--- config.mk ---
export PLATFORM = sky130hd
export DESIGN_NAME = rand_range_sampler
export DESIGN_NICKNAME = d
export VERILOG_FILES = /design/src/rtl/rand_range_sampler_pkg.sv /design/src/rtl/rand_range_sampler_fifo.sv /design/src/rtl/rand_range_sampler.sv
export SDC_FILE = /design/constraint.sdc
export NUM_CORES = 1
export LEC_CHECK = 0
export CORE_AREA = 5 5 131 96
export CTS_CLUSTER_DIAMETER = 30
export DETAILED_ROUTE_END_ITERATION = 10
export DIE_AREA = 0 0 136 101
export DONT_BUFFER_PORTS = 1
export SLEW_MARGIN = 20
export SYNTH_ARGS = -nofsm -noshare
export SYNTH_HDL_FRONTEND = slang
export SYNTH_HIERARCHICAL = 1
export SYNTH_SLANG_ARGS = --single-unit
--- constraint.sdc ---
create_clock -name clk -period 7.7 [get_ports clk]
set_input_delay 1.925 -clock clk [delete_from_list [all_inputs] [get_ports clk]]
set_output_delay 1.925 -clock clk [all_outputs]
set_load 0.05 [all_outputs]
--- src/rtl/rand_range_sampler_pkg.sv ---
// Shared types and helpers for the unbiased range sampler.
package rand_pkg;

  localparam int RAND_W = 8;

  typedef enum logic [1:0] {
    IDLE,
    RUN,
    RESEED
  } state_t;

  // Smallest all-ones mask covering n-1; n=0 wraps to 0xFF (256 outcomes).
  function automatic logic [RAND_W-1:0] mask_for_range(input logic [RAND_W-1:0] n);
    logic [RAND_W-1:0] m;
    m = n - 8'd1;
    m = m | (m >> 1);
    m = m | (m >> 2);
    m = m | (m >> 4);
    return m;
  endfunction

endpackage

--- src/rtl/rand_range_sampler_fifo.sv ---
// Small synchronous FIFO with flush; head is combinational from storage.
module rand_fifo #(
  parameter int DEPTH = 4,
  parameter int WIDTH = 8
) (
  input  logic                       clk,
  input  logic                       rst,
  input  logic                       push,
  input  logic                       pop,
  input  logic                       flush,
  input  logic [WIDTH-1:0]           din,
  output logic [$clog2(DEPTH+1)-1:0] fill,
  output logic                       full,
  output logic                       empty,
  output logic [WIDTH-1:0]           head
);

  localparam int AW = $clog2(DEPTH);
  localparam int FW = $clog2(DEPTH+1);

  logic [WIDTH-1:0] mem [DEPTH];
  logic [AW-1:0]    rd_ptr;
  logic [AW-1:0]    wr_ptr;
  logic             do_push;
  logic             do_pop;

  assign empty   = (fill == '0);
  assign full    = (fill == FW'(DEPTH));
  assign do_pop  = pop && !empty;
  assign do_push = push && (!full || do_pop);
  assign head    = mem[rd_ptr];

  always_ff @(posedge clk or posedge rst) begin
    if (rst) begin
      for (int i = 0; i < DEPTH; i++) mem[i] <= '0;
      rd_ptr <= '0;
      wr_ptr <= '0;
      fill   <= '0;
    end else if (flush) begin
      rd_ptr <= '0;
      wr_ptr <= '0;
      fill   <= '0;
    end else begin
      if (do_push) begin
        mem[wr_ptr] <= din;
        wr_ptr      <= wr_ptr + 1'b1;
      end
      if (do_pop) rd_ptr <= rd_ptr + 1'b1;
      case ({do_push, do_pop})
        2'b10:   fill <= fill + 1'b1;
        2'b01:   fill <= fill - 1'b1;
        default: fill <= fill;
      endcase
    end
  end

endmodule

--- src/rtl/rand_range_sampler.sv ---
// Maps the LFSR stream into [0, N-1] by mask-and-reject, buffers accepted
// samples, and requests a reseed when the LFSR sits at zero too long.
module rand_range_sampler
  import rand_pkg::*;
#(
  parameter int DEPTH       = 4,
  parameter int STUCK_LIMIT = 8
) (
  input  logic                       clk,
  input  logic                       rst,
  input  logic [RAND_W-1:0]          rand_num,
  input  logic [RAND_W-1:0]          range_cfg,
  input  logic                       cfg_load,
  input  logic                       enable,
  output logic                       out_valid,
  input  logic                       out_ready,
  output logic [RAND_W-1:0]          out_data,
  output logic                       reseed_req,
  output logic [15:0]                reject_cnt,
  output logic [$clog2(DEPTH+1)-1:0] fill
);

  localparam int SW = $clog2(STUCK_LIMIT+1);

  state_t            state;
  logic [RAND_W-1:0] range_q;
  logic [RAND_W-1:0] mask_q;
  logic [SW-1:0]     stuck_q;
  logic [RAND_W-1:0] cand;
  logic              sampling;
  logic              is_zero;
  logic              accept;
  logic              reject;
  logic              stuck_hit;
  logic              pop;
  logic              push;
  logic              full;
  logic              empty;

  assign cand      = rand_num & mask_q;
  assign sampling  = (state == RUN) && enable && !cfg_load;
  assign is_zero   = (rand_num == '0);
  assign accept    = sampling && !is_zero && ((range_q == '0) || (cand < range_q));
  assign reject    = sampling && !is_zero && (range_q != '0) && (cand >= range_q);
  assign stuck_hit = sampling && is_zero && (stuck_q == SW'(STUCK_LIMIT-1));
  assign pop       = !empty && out_ready && !cfg_load;
  assign push      = accept && (!full || pop);
  assign out_valid = !empty;

  always_ff @(posedge clk or posedge rst) begin
    if (rst) begin
      state      <= IDLE;
      range_q    <= '0;
      mask_q     <= 8'hFF;
      stuck_q    <= '0;
      reject_cnt <= '0;
      reseed_req <= 1'b0;
    end else begin
      reseed_req <= 1'b0;
      if (cfg_load) begin
        range_q    <= range_cfg;
        mask_q     <= mask_for_range(range_cfg);
        reject_cnt <= '0;
        stuck_q    <= '0;
        // RESEED is strictly a one-cycle state, even under a config load.
        if (state == RESEED) state <= enable ? RUN : IDLE;
      end else begin
        if (reject && (reject_cnt != 16'hFFFF)) reject_cnt <= reject_cnt + 1'b1;
        case (state)
          IDLE: if (enable) state <= RUN;
          RUN: begin
            if (!enable) begin
              state <= IDLE;
            end else if (stuck_hit) begin
              state      <= RESEED;
              stuck_q    <= '0;
              reseed_req <= 1'b1;
            end else if (is_zero) begin
              stuck_q <= stuck_q + 1'b1;
            end else begin
              stuck_q <= '0;
            end
          end
          RESEED: begin
            stuck_q <= '0;
            state   <= enable ? RUN : IDLE;
          end
          default: state <= IDLE;
        endcase
      end
    end
  end

  rand_fifo #(
    .DEPTH (DEPTH),
    .WIDTH (RAND_W)
  ) u_fifo (
    .clk   (clk),
    .rst   (rst),
    .push  (push),
    .pop   (pop),
    .flush (cfg_load),
    .din   (cand),
    .fill  (fill),
    .full  (full),
    .empty (empty),
    .head  (out_data)
  );

endmodule

# == Yosys cells after proc, flatten, opt, wreduce, memory -nomap -nowiden ==
# Index checks and enable logic that the tools add are counted.
# totals
elab_cells,108
ff_bits,78
input_bits,21
out_inout_bits,29
# classes
muxes,30
n_bitwise,7
add_sub_neg,7
n_lt_le_gt_ge,5
eq_ne,11
n_reduce_logical,35
# ops
cell,n
bitwise mux 32 bit,1
2-to-1 mux 16 bit,2
2-to-1 mux 8 bit,3
2-to-1 mux 2 bit,9
adder 16 x 1 -> 16 bit (second input constant),1
binary-select mux 8 bit (select 2 bit),1
demux 8 bit (select 2 bit),1
logical NOT 8 bit,2
2-to-1 mux 4 bit,4
inequality test 16 bit (second input constant),1
logical AND 1 bit,15
bitwise AND 8 bit,1
greater-or-equal comparator 8 bit,1
< comparator 8 bit,1
bitwise OR 8 x 4 -> 8 bit,1
bitwise OR 8 x 6 -> 8 bit,1
bitwise OR 8 x 7 -> 8 bit,1
one-hot mux 4 bit (2 select lines),1
nonzero test 8 bit,1
subtractor 8 x 1 -> 8 bit (second input constant),1
greater-or-equal comparator 3 bit (second input constant),2
inequality test 3 bit (second input constant),2
inverter 2 -> 3 bit,2
one-hot mux 2 bit (3 select lines),1
23 further kinds,39

# == Longest topological paths before layout ==
# Gate-level depths: netlist (run 1).
# depth
word_depth,10
mapped_depth,14
ltp_nobuf,12

# == By module ==
# The synthesis (run 1) kept the hierarchy.
# modules_own_cells
module,area_each_um2,instances,cells_each
rand_range_sampler,2384.8,1,260
rand_fifo,1988.2,1,140

# == Least setup slack after synthesis (run 1) ==
# OpenSTA, ideal clock, no wires.
# synth_path
path_kind,input port to flip-flop
from,in rand_num[1]
to,reg u_fifo.fill[2]
n_path_buf,2
arrival_ps,4854
path_slack_ps,2764
setup_time_ps,82
cell_stages,14
cell_sequence,and2_1 ha_1 nor2b_1 o211ai_1 a21oi_1 o21ai_0 and3_1 buf_2 buf_2 nor2_1 fa_1 or3b_2 or3_1 a31oi_1
# synth_via
elab_chain_len,9
elab_cells_between_ends,14
classes_between,order compare: 1; eq/ne: 2; mux: 2; bitwise: 1; reduce/logical: 8
# synth_lines
item,line_no,text
from (decl),rand_range_sampler.sv:11,"input logic [RAND_W-1:0] rand_num,"
bitwise AND 8 bit / logical NOT 8 bit (equally long branches),"rand_range_sampler.sv:40, rand_range_sampler.sv:42",
< comparator 8 bit / logical NOT 1 bit (equally long branches),rand_range_sampler.sv:43,assign accept = sampling && !is_zero && ((range_q == '0) || (cand < range_q));
logical OR 1 bit / logical AND 1 bit (equally long branches),rand_range_sampler.sv:43,
logical AND 1 bit (*),rand_range_sampler.sv:43,
logical AND 1 bit (*),rand_range_sampler.sv:47,assign push = accept && (!full || pop);
net push,rand_range_sampler.sv:36,logic push;
logical AND 1 bit (*),rand_range_sampler_fifo.sv:30,assign do_push = push && (!full || do_pop);
== test 2 x 1 -> 1 bit / == test 2 bit (equally long branches),rand_range_sampler_fifo.sv:49,"case ({do_push, do_pop})"
one-hot mux 3 bit (2 select lines),rand_range_sampler_fifo.sv:49,
2-to-1 mux 3 bit,rand_range_sampler_fifo.sv:39,end else if (flush) begin
to (signal assigned),rand_range_sampler_fifo.sv:50,2'b10: fill <= fill + 1'b1;
to (signal assigned),rand_range_sampler_fifo.sv:51,2'b01: fill <= fill - 1'b1;
to (signal assigned),rand_range_sampler_fifo.sv:52,default: fill <= fill;
to (decl),rand_range_sampler_fifo.sv:12,"output logic [$clog2(DEPTH+1)-1:0] fill,"
# The timed path passes the listed nets; every way through them passes the cells marked *.
# A chain may end at the register's enable or synchronous reset.

# == Worst setup path in the final report (run 1) ==
# Ends and elaborated chain as after synthesis.

==> results of run 1 <==
routing by layer:
layer / part of all wire (%) / up-vias
met2: 44 / 61
met5: 0 / -
met4: 0.63 / 0
met3: 7.1 / 7
met1: 49 / 1489
li1: - / 1447
synthesized netlist by cell type, types with 5 or more instances:
library cell / count / area (µm²)
inv_1: 23 / 86.3
xnor2_1: 7 / 61.3
a21oi_1: 17 / 85.1
nand4_1: 5 / 31.3
ha_1: 16 / 200
and3_1: 10 / 62.6
dfrtp_1: 70 / 1750
clkbuf_1: 6 / 22.5
o21ai_0: 22 / 110
dfstp_2: 8 / 210
mux2_2: 32 / 360
nand2_1: 31 / 116
nor2_1: 26 / 97.6
a221o_1: 5 / 50.1
nor3_1: 7 / 35.0
mux4_2: 8 / 180
nand3_1: 13 / 65.1
and2_1: 11 / 68.8
buf_2: 7 / 35.0
flip-flops by register name, summed over array words and instances, names as in the netlist:
signal,flops
u_fifo/mem,32
reject_cnt,16
mask_q,8
range_q,8
stuck_q,4
u_fifo/fill,3
state,2
u_fifo/rd_ptr,2
u_fifo/wr_ptr,2
reseed_req,1
power by group through the flow:
stage	clock [mW]	sequential [mW]	combinational [mW]
5_1_grt	0.498	0.456	0.178
4_1_cts	0.481	0.454	0.168
3_3_place_gp	0	0.460	0.164
2_1_floorplan	0	0.455	0.149
3_5_place_dp	0	0.461	0.167
6_report	0.469	0.453	0.164
through the flow:
stage | cell area (µm²) | total power, mW | instances | hold slack, ps | utilization (%)
floorplan | 4370 | 0.604 | 400 | 445 | -
global placement | 4490 | 0.624 | 543 | 469 | 39.9
detailed placement | 4490 | 0.629 | 543 | 476 | 39.9
CTS | 4820 | 1.10 | 559 | 486 | 42.8
global route | 4820 | 1.13 | 559 | 508 | 42.8
finish | 4820 | 1.09 | 559 | 480 | 42.8
final cells by class:
cell class / count / share of cell area (%)
clock buffer: 9 / 4.67
timing repair buffer: 2 / 0.311
inverter: 23 / 1.79
sequential: 78 / 40.7
tap: 157 / 4.07
clock inverter: 7 / 2.20
multi-input combinational: 283 / 46.3
logic make-up after synthesis:
| group | share of synthesized area [%] |
|---|---|
| AOI/OAI and AO/OA | 11.7 |
| xor gates and xnor gates | 2.20 |
| adders and majority gates | 5.04 |
| buffers and inverters | 4.06 |
| DFF | 44.9 |
| muxes | 13.3 |
| and+or+nand+nor | 18.8 |
how the worst min path moves through the flow:
stage,from,end,slack [ps],depth (start not counted)
floorplan,mask_q[6]$_DFFE_PP1P_,mask_q[6]$_DFFE_PP1P_,450,2
global placement,stuck_q[3]$_DFFE_PP0P_,stuck_q[3]$_DFFE_PP0P_,470,1
detailed placement,stuck_q[3]$_DFFE_PP0P_,stuck_q[3]$_DFFE_PP0P_,480,1
CTS,stuck_q[3]$_DFFE_PP0P_,stuck_q[3]$_DFFE_PP0P_,490,1
global route,stuck_q[3]$_DFFE_PP0P_,stuck_q[3]$_DFFE_PP0P_,510,1
finish,mask_q[6]$_DFFE_PP1P_,mask_q[6]$_DFFE_PP1P_,480,2
worst min-delay path, stage by stage, from the launching register on:
cell and delay, ps:
dfstp_2 370, inv_1 40, o21ai_0 60
==> summary.txt, run 1 <==
Run status
  – Status: complete, no violations

Route
  – Drt pass-1 iters: 4
  – DR WL/cell: around 17 µm
  – Antenna Nets Post-Route: 0
  – Vias per cell: 5.37
  – DR DRC count: 0
  – Via count: around 3000
  – Total Wirelength: 9540 µm
  – DR iter-0 viols: 231

Clocking
  – Setup bufs post-CTS: 0
  – CTS Hold Buffers Added: 0
  – Clock Latency Late Sink: 340 ps
  – Clk pin slew, worst setup/hold paths: around 60 ps
  – TritonCTS Buffers: 9
  – Clk buf depth: 2
  – CTS root buf: clkbuf_16
  – CTS H-tree lvls: 3
  – CTS tree: done
  – Post-CTS sizing: 0
  – Clock sinks: 78

Finish
  – Layout cells sized above 1: between 20 and 25%
  – Fill cell count: 1039
  – Nets: around 440
  – N_diodes: 0
  – Layout area overhead: 10.3%
  – Most common cell after layout, fill and taps aside: dfrtp_1
  – Multi-input logic area: 0.00223 mm²
  – Commonest cells after routing, fill and taps aside: dfrtp_1, mux2_2, nand2_1, nor2_1, inv_1
  – Flip-flop and latch area: 0.00196 mm²

STA
  – Relative slew slack: a little under half
  – Min cycle time layout: 5050 ps
  – Tcrit/Tclk final: ~66%
  – Final WS setup: 2650 ps
  – Slew Viols, Final: 0
  – RSZ-0062 raised after global routing: false
  – Worst-margin pin slew: 823 ps
  – Final clock skew: 9.17 ps
  – Fmax: 198 MHz
  – Final count of negative-setup-slack endpoints: 0
  – Final Hold Viols: 0
  – Setup TNS: 0 ps

Worst setup path
  – Arrival time worst endpoint: between 5000 and 6000 ps
  – R2R setup slack: 3310 ps
  – Crit start category: input pin
  – CP Capture Type: register
  – WP depth: 12
  – Reg-to-Reg End: u_fifo/fill[2]$_DFFE_PP0P_
  – Worst path slowest cell: and3_1
  – CP peak stage delay: 700 ps
  – R2R Path Start: u_fifo/fill[0]$_DFFE_PP0P_
  – Crit Path Class: in2reg
  – Buffer and inverter count on the worst path: 0
  – Critical path cell sequence: and2_1 > ha_1 > nor2b_1 > o211ai_1 > a21oi_1 > o21ai_0 > and3_1 > nor2_1 > fa_1 > or3b_2 > or3_1 > a31oi_1
  – Top Family by Delay on Critical Path: simple AND/OR/NAND/NOR gates
  – Crit path max fanout: 15
  – Crit path capture: u_fifo/fill[2]$_DFFE_PP0P_
  – Critical Path RT: between 7000 and 8000 ps
  – FF-to-FF path depth: 10
  – Critical Path Start: rand_num[1]

Power
  – Clock power share: about 43%
  – Leak: around 2.1 nW
  – Worst ir drop on vdd: 0.118 mV
  – Sw Share: 28.4%
  – Sw power: 0.308 mW
  – Internal: a little under 0.8 mW
  – Pwr dens: around 230 mW/mm²
  – Seq pwr share: 41.7%
  – Combinational power share: between 15 and 20%

GRT
  – Largest net degree at the start of global routing: just under 50
  – GRT met3 Usage: 5.19%
  – GRT overflow: 0
  – Top Usage Layer GRT: met2
  – Routing usage on met2: 21.6%
  – Met1 global-route usage: between 20% and 30%
  – Number of antenna violations at the first check in global routing: 0
  – Vias in the first global route: 3004
  – First-pass GRT wire length: 15900 µm
  – Tot GR Track Use: 14.7%

Synthesis
  – Yosys reg bits: 78
  – Dominant synthesized flop cell: dfrtp_1
  – Post-synth net total: 438
  – Yosys cell types: 56
  – Synth Cell Area: ~0.0044 mm²
  – Syn_area_per_cell: 10.9 µm²
  – Warnings from Yosys: 6
  – Post-Synthesis Cells: 400
  – Sequential fraction of the synthesis area: 44.9%
  – Post-synth EDFFs: 0
  – Ys async rst share: 100%

Placed design
  – Place WS: 2350 ps
  – RePlAce Congestion: ~0.77
  – Hpwl dp: 6880 µm
  – Port bufs: 0

Floorplan
  – IO Count: 50
  – Num rows: 33
  – Core Box Area: 0.0113 mm²
  – Die Ht: 101 µm
  – Starting Density: 38.8%
  – Die width: 136 µm
  – Die ar.: 0.0137 mm²

Hold path
  – Worst Hold Class: reg2reg

Run
  – Max cap viols: 0
Note: power is estimated with default switching activity, not from simulation.
==> run 2: changes to the inputs <==
clock period = 4.7 ns   (was 7.7 ns; I/O delays follow)
==> summary.txt, run 2 (same netlist as run 1, synthesis figures left out) <==
Run status
  – Status: complete, no violations (unchanged)

Route
  – DR WL/cell: 17.6 µm (was 17.1 µm)
  – DR DRC count: 0 (unchanged)
  – Antenna Nets Post-Route: 0 (unchanged)
  – DR iter-0 viols: 183 (was 231)
  – Drt pass-1 iters: 4 (unchanged)
  – Total Wirelength: 9910 µm (was 9540 µm)
  – Vias per cell: 5.44 (was 5.37)
  – Via count: 3064 (was 3004)

Floorplan
  – Die ar.: 0.0137 mm² (unchanged)
  – IO Count: 50 (unchanged)
  – Core Box Area: 0.0113 mm² (unchanged)
  – Num rows: 33 (unchanged)
  – Die width: 136 µm (unchanged)
  – Die Ht: 101 µm (unchanged)
  – Starting Density: 38.8% (unchanged)

Hold path
  – Worst Hold Class: reg2reg (unchanged)

GRT
  – Vias in the first global route: 3152 (was 3004)
  – First-pass GRT wire length: 16500 µm (was 15900 µm)
  – Number of antenna violations at the first check in global routing: 0 (unchanged)
  – GRT overflow: 0 (unchanged)
  – Largest net degree at the start of global routing: 49 (unchanged)
  – Tot GR Track Use: 15.5% (was 14.7%)

Worst setup path
  – Arrival time worst endpoint: 4000 ps (was 5300 ps)
  – Reg-to-Reg End: u_fifo/fill[2]$_DFFE_PP0P_ (unchanged)
  – CP peak stage delay: 500 ps (was 700 ps)
  – R2R Path Start: mask_q[1]$_DFFE_PP1P_ (was u_fifo/fill[0]$_DFFE_PP0P_)
  – FF-to-FF path depth: 12 (was 10)
  – Crit Path Class: in2reg (unchanged)
  – Worst path slowest cell: or3b_2 (was and3_1)
  – Crit start category: input pin (unchanged)
  – Crit path capture: u_fifo/fill[2]$_DFFE_PP0P_ (unchanged)
  – Critical path cell sequence: and2_1 > ha_1 > nor2b_1 > o211ai_1 > a21oi_1 > o21ai_0 > and3_1 > nor2_1 > fa_1 > or3b_2 > or3_1 > a31oi_1 (unchanged)
  – Crit path max fanout: 5 (was 15)
  – Critical Path RT: 4960 ps (was 7950 ps)
  – Critical Path Start: rand_num[1] (unchanged)
  – R2R setup slack: 1250 ps (was 3310 ps)
  – CP Capture Type: register (unchanged)

Finish
  – Largest register FFs: 32 (unchanged)
  – Reg with most FFs: u_fifo/mem (unchanged)
  – Nets: 439 (was 435)
  – Commonest cells after routing, fill and taps aside: dfrtp_1, mux2_2, nand2_1, nor2_1, inv_1 (unchanged)
  – Biggest regs: u_fifo/mem (32), reject_cnt (16) (unchanged)
  – N_diodes: 0 (unchanged)
  – Most common cell after layout, fill and taps aside: dfrtp_1 (unchanged)
  – Layout area overhead: 10.3% (about the same)
  – Layout cells sized above 1: 21.2% (was 20.6%)
  – Finished Layout Cells: 563 (was 559)

Placed design
  – Port bufs: 0 (unchanged)
  – RePlAce Congestion: 0.785 (was 0.768)
  – Placed Instances: 547 (was 543)
  – Hpwl dp: 7190 µm (was 6880 µm)

STA
  – Final count of negative-setup-slack endpoints: 0 (unchanged)
  – Final clock skew: 6.11 ps (was 9.17 ps)
  – Final Hold Viols: 0 (unchanged)
  – Slew Viols, Final: 0 (unchanged)
  – Min cycle time layout: roughly 3700 ps
  – Relative slew slack: 56.1% (was 45.1%)
  – Worst-margin pin slew: 658 ps (was 823 ps)
  – Tcrit/Tclk final: roughly four fifths
  – RSZ-0062 raised after global routing: false (unchanged)
  – Setup TNS: 0 ps (unchanged)
  – Fmax: 267 MHz

Power
  – Pwr dens: 357 mW/mm² (was 225 mW/mm²)
  – Leak: 2.13 nW (was 2.14 nW)
  – Power, Total: 1.72 mW (was 1.09 mW)
  – Worst ir drop on vdd: 0.242 mV (was 0.118 mV)

Clocking
  – CTS Hold Buffers Added: 0 (unchanged)
  – Post-CTS sizing: 0 (unchanged)
  – CTS root buf: clkbuf_16 (unchanged)
  – CTS tree: done (unchanged)
  – Clk pin slew, worst setup/hold paths: 60 ps (about the same)
  – Clock Latency Late Sink: 340 ps (about the same)
  – Setup bufs post-CTS: 0 (unchanged)
  – CTS H-tree lvls: 3 (unchanged)
  – TritonCTS Buffers: 9 (unchanged)
  – Clock sinks: 78 (unchanged)
  – Clk buf depth: 2 (unchanged)

Run
  – Max cap viols: 0 (unchanged)
==> run 2: cell types whose count changed in the layout (fill, tap and decap cells not counted) <==
cell	previous run	this run
inv_8	1	0
buf_4	2	6
clkinvlp_4	0	3
clkinv_4	3	1
bufinv_16	2	1
clkbuf_1	0	1
==> run 2: power breakdown <==
group	total [mW]	internal [mW]	switching, mW
Combinational	0.272	0.0855	0.187
Sequential	0.743	0.716	0.0268
Clock	0.703	0.414	0.289
==> run 2: critical path, delay by kind of cell <==
kind	cells	cell delay [ps]
AND/OR/NAND/NOR	6	1440
adder cells (fa/ha/maj)	2	700
AO/OA/AOI/OAI	4	680
==> run 2: per-stage QoR <==
| step | hold WS, ps | instance area [µm²] | util [%] | setup WS (ps) |
|---|---|---|---|---|
| after detailed placement | 480 | 4520 | 40.1 | 669 |
| after floorplan | 445 | 4370 | - | 514 |
| final | 489 | 4820 | 42.8 | 960 |
| after global routing | 508 | 4820 | 42.8 | 754 |
| after CTS | 490 | 4820 | 42.8 | 1020 |
| after global placement | 469 | 4520 | 40.1 | 727 |
==> run 2: area by class of cell <==
| cell class | instances | area [µm²] |
|---|---|---|
| sequential | 78 | 1960 |
| clock inverter | 6 | 70.1 |
| inverter | 23 | 86.3 |
| clock buffer | 10 | 229 |
| timing repair buffer | 6 | 45.0 |
| multi-input combinational | 283 | 2230 |
| tap | 157 | 196 |
| fill | 1057 | 6450 |
==> run 2: worst min-delay path by stage <==
| stage | startpoint | endpoint | slack (ps) | cells past startpoint |
|---|---|---|---|---|
| 2_1_floorplan | mask_q[6]$_DFFE_PP1P_ | mask_q[6]$_DFFE_PP1P_ | 450 | 2 |
| 5_1_grt | u_fifo/mem[4]$_DFFE_PP0P_ | u_fifo/mem[4]$_DFFE_PP0P_ | 510 | 1 |
| 4_1_cts | mask_q[6]$_DFFE_PP1P_ | mask_q[6]$_DFFE_PP1P_ | 490 | 2 |
| 6_report | mask_q[6]$_DFFE_PP1P_ | mask_q[6]$_DFFE_PP1P_ | 490 | 2 |
| 3_3_place_gp | mask_q[6]$_DFFE_PP1P_ | mask_q[6]$_DFFE_PP1P_ | 470 | 2 |
| 3_5_place_dp | mask_q[6]$_DFFE_PP1P_ | mask_q[6]$_DFFE_PP1P_ | 480 | 2 |
==> run 2: per-layer routing <==
metal	vias to the layer above	global-route usage [%]	share of wire [%]
li1	1458	-	-
met1	1534	22.1	51
met2	66	22.4	43
met3	6	5.34	5.8
met4	0	4.34	0.63
met5	-	0	0
==> run 3: changes to the inputs <==
clock period = 3.1 ns   (was 4.7 ns; I/O delays follow)
==> summary.txt, run 3 (same netlist as run 1, synthesis figures left out) <==
Run status
  – Status: complete, no violations (unchanged)

Floorplan
  – Die ar.: 0.0137 mm² (unchanged)
  – Die Ht: 101 µm (unchanged)
  – Die width: 136 µm (unchanged)
  – Core Box Area: 0.0113 mm² (unchanged)
  – IO Count: 50 (unchanged)
  – Starting Density: 38.8% (unchanged)
  – Num rows: 33 (unchanged)

Clocking
  – Clock Latency Late Sink: 340 ps (about the same)
  – TritonCTS Buffers: 9 (unchanged)
  – CTS tree: done (unchanged)
  – Clk pin slew, worst setup/hold paths: 60 ps (about the same)
  – CTS Hold Buffers Added: 0 (unchanged)
  – CTS H-tree lvls: 3 (unchanged)
  – Clk buf depth: 2 (unchanged)
  – CTS root buf: clkbuf_16 (unchanged)
  – Clock sinks: 78 (unchanged)

Finish
  – Nets: 470 (was 439)
  – Layout area overhead: 15.8% (was 10.3%)
  – N_diodes: 0 (unchanged)
  – Commonest cells after routing, fill and taps aside: dfrtp_1, buf_4, mux2_2, nand2_1, nor2_1 (was dfrtp_1, mux2_2, nand2_1, nor2_1, inv_1)
  – Multi-input logic area: 0.00227 mm² (was 0.00223 mm²)
  – Most common cell after layout, fill and taps aside: dfrtp_1 (unchanged)
  – Largest register FFs: 32 (unchanged)
  – Biggest regs: u_fifo/mem (32), reject_cnt (16) (unchanged)
  – Layout cells sized above 1: 28.4% (was 21.2%)
  – Reg with most FFs: u_fifo/mem (unchanged)
  – Finished Core Util: 44.9% (was 42.8%)
  – Fill cell count: 1053 (was 1057)
  – Flip-flop and latch area: 0.00196 mm² (unchanged)
  – Finished Layout Cells: 594 (was 563)

STA
  – Slew Viols, Final: 0 (unchanged)
  – Hold Slack: 446 ps (was 489 ps)
  – Worst-margin pin slew: 640 ps (was 658 ps)
  – Relative slew slack: 57.3% (was 56.1%)
  – Tcrit/Tclk final: 97.7%
  – Final clock skew: 8.82 ps (was 6.11 ps)
  – RSZ-0062 raised after global routing: true (was false)
  – Setup TNS: 0 ps (unchanged)
  – Final Hold Viols: 0 (unchanged)
  – Fmax: 330 MHz
  – Final count of negative-setup-slack endpoints: 0 (unchanged)
  – Min cycle time layout: ~3000 ps

Route
  – Drt pass-1 iters: 4 (unchanged)
  – Antenna Nets Post-Route: 0 (unchanged)
  – DR DRC count: 0 (unchanged)
  – Vias per cell: 5.24 (was 5.44)
  – Via count: 3115 (was 3064)
  – Total Wirelength: 9870 µm (was 9910 µm)
  – DR WL/cell: 16.6 µm (was 17.6 µm)
  – DR iter-0 viols: 102 (was 183)

Run
  – Max cap viols: 0 (unchanged)

Placed design
  – RePlAce Congestion: 0.834 (was 0.785)
  – Port bufs: 0 (unchanged)
  – Hpwl dp: 7180 µm (was 7190 µm)
  – Placed Instances: 577 (was 547)

Worst setup path
  – Crit Path Class: reg2reg (was in2reg)
  – Reg-to-Reg End: u_fifo/fill[2]$_DFFE_PP0P_ (unchanged)
  – Arrival time worst endpoint: 3280 ps (was 4000 ps)
  – Crit start category: register (was input pin)
  – R2R Path Start: mask_q[1]$_DFFE_PP1P_ (unchanged)
  – CP Capture Type: register (unchanged)
  – Critical Path RT: 3350 ps (was 4960 ps)
  – R2R setup slack: 70 ps (was 1250 ps)
  – FF-to-FF path depth: 12 (unchanged)
  – Crit path max fanout: 2 (was 5)

Hold path
  – Worst Hold Class: in2async (was reg2reg)

GRT
  – First-pass GRT wire length: 16700 µm (was 16500 µm)
  – Largest net degree at the start of global routing: 49 (unchanged)
  – Tot GR Track Use: 15.5% (about the same)
  – Number of antenna violations at the first check in global routing: 0 (unchanged)
  – GRT overflow: 0 (unchanged)
  – Vias in the first global route: 3181 (was 3152)

Power
  – Pwr dens: 503 mW/mm² (was 357 mW/mm²)
  – Leak: 2.30 nW (was 2.13 nW)
  – Worst ir drop on vdd: 0.364 mV (was 0.242 mV)
==> run 3: cell type report <==
cell class	instances	share of cell area, %
flip-flops and latches	78	38.7
clock inverters	6	0.889
well taps	157	3.88
inverters	23	1.70
multi-input cells	283	44.8
clock buffers	10	4.52
repair buffers	37	5.48
==> run 3: repair_timing <==
action,CTS,global route
setup endpoints to repair,1,1
pin swaps,5,3
cloned,0,0
gates resized for setup,0,3
setup buffers,1,0
==> run 3: through the flow <==
step	area, µm²	setup slack (ps)	power (mW)
finish	5060	70.3	2.55
global route	5060	-138	2.68
CTS	5050	22.9	2.58
detailed placement	4770	-239	1.59
global placement	4770	-190	1.57
floorplan	4410	-293	1.51
==> run 3: worst max-delay path, cell delays in order, from the launching register on <==
cell      delay, ps
dfstp_2         530
and2_4          160
ha_4            200
nor2b_1         130
o211ai_1        250
a21oi_2         100
o21ai_2         140
and3_4          200
nor2_2           50
fa_2            350
or3b_4          370
or3_1           300
a31oi_1         160
==> run 3: power by group <==
group          switching [mW]  internal, mW
clock network           0.431         0.548
logic                   0.293         0.153
registers              0.0364          1.09
total                   0.761          1.79
==> run 3: routing by layer <==
metal | part of all wire, % | up-vias | track usage [%]
li1 | - | 1526 | -
met1 | 50 | 1528 | 22.1
met2 | 44 | 50 | 22.6
met3 | 5.4 | 11 | 4.99
met4 | 1.3 | 0 | 4.65
met5 | 0 | - | 0
==> run 3: how the worst max path moves through the flow <==
| stage | start | end | slack (ps) |
|---|---|---|---|
| 2_1_floorplan | rand_num[1] | u_fifo/fill[2]$_DFFE_PP0P_ | -290 |
| 3_3_place_gp | rand_num[1] | u_fifo/fill[2]$_DFFE_PP0P_ | -190 |
| 3_5_place_dp | rand_num[1] | u_fifo/fill[2]$_DFFE_PP0P_ | -240 |
| 4_1_cts | mask_q[1]$_DFFE_PP1P_ | u_fifo/fill[2]$_DFFE_PP0P_ | 20 |
| 5_1_grt | mask_q[1]$_DFFE_PP1P_ | u_fifo/fill[2]$_DFFE_PP0P_ | -140 |
| 6_report | mask_q[1]$_DFFE_PP1P_ | u_fifo/fill[2]$_DFFE_PP0P_ | 70 |
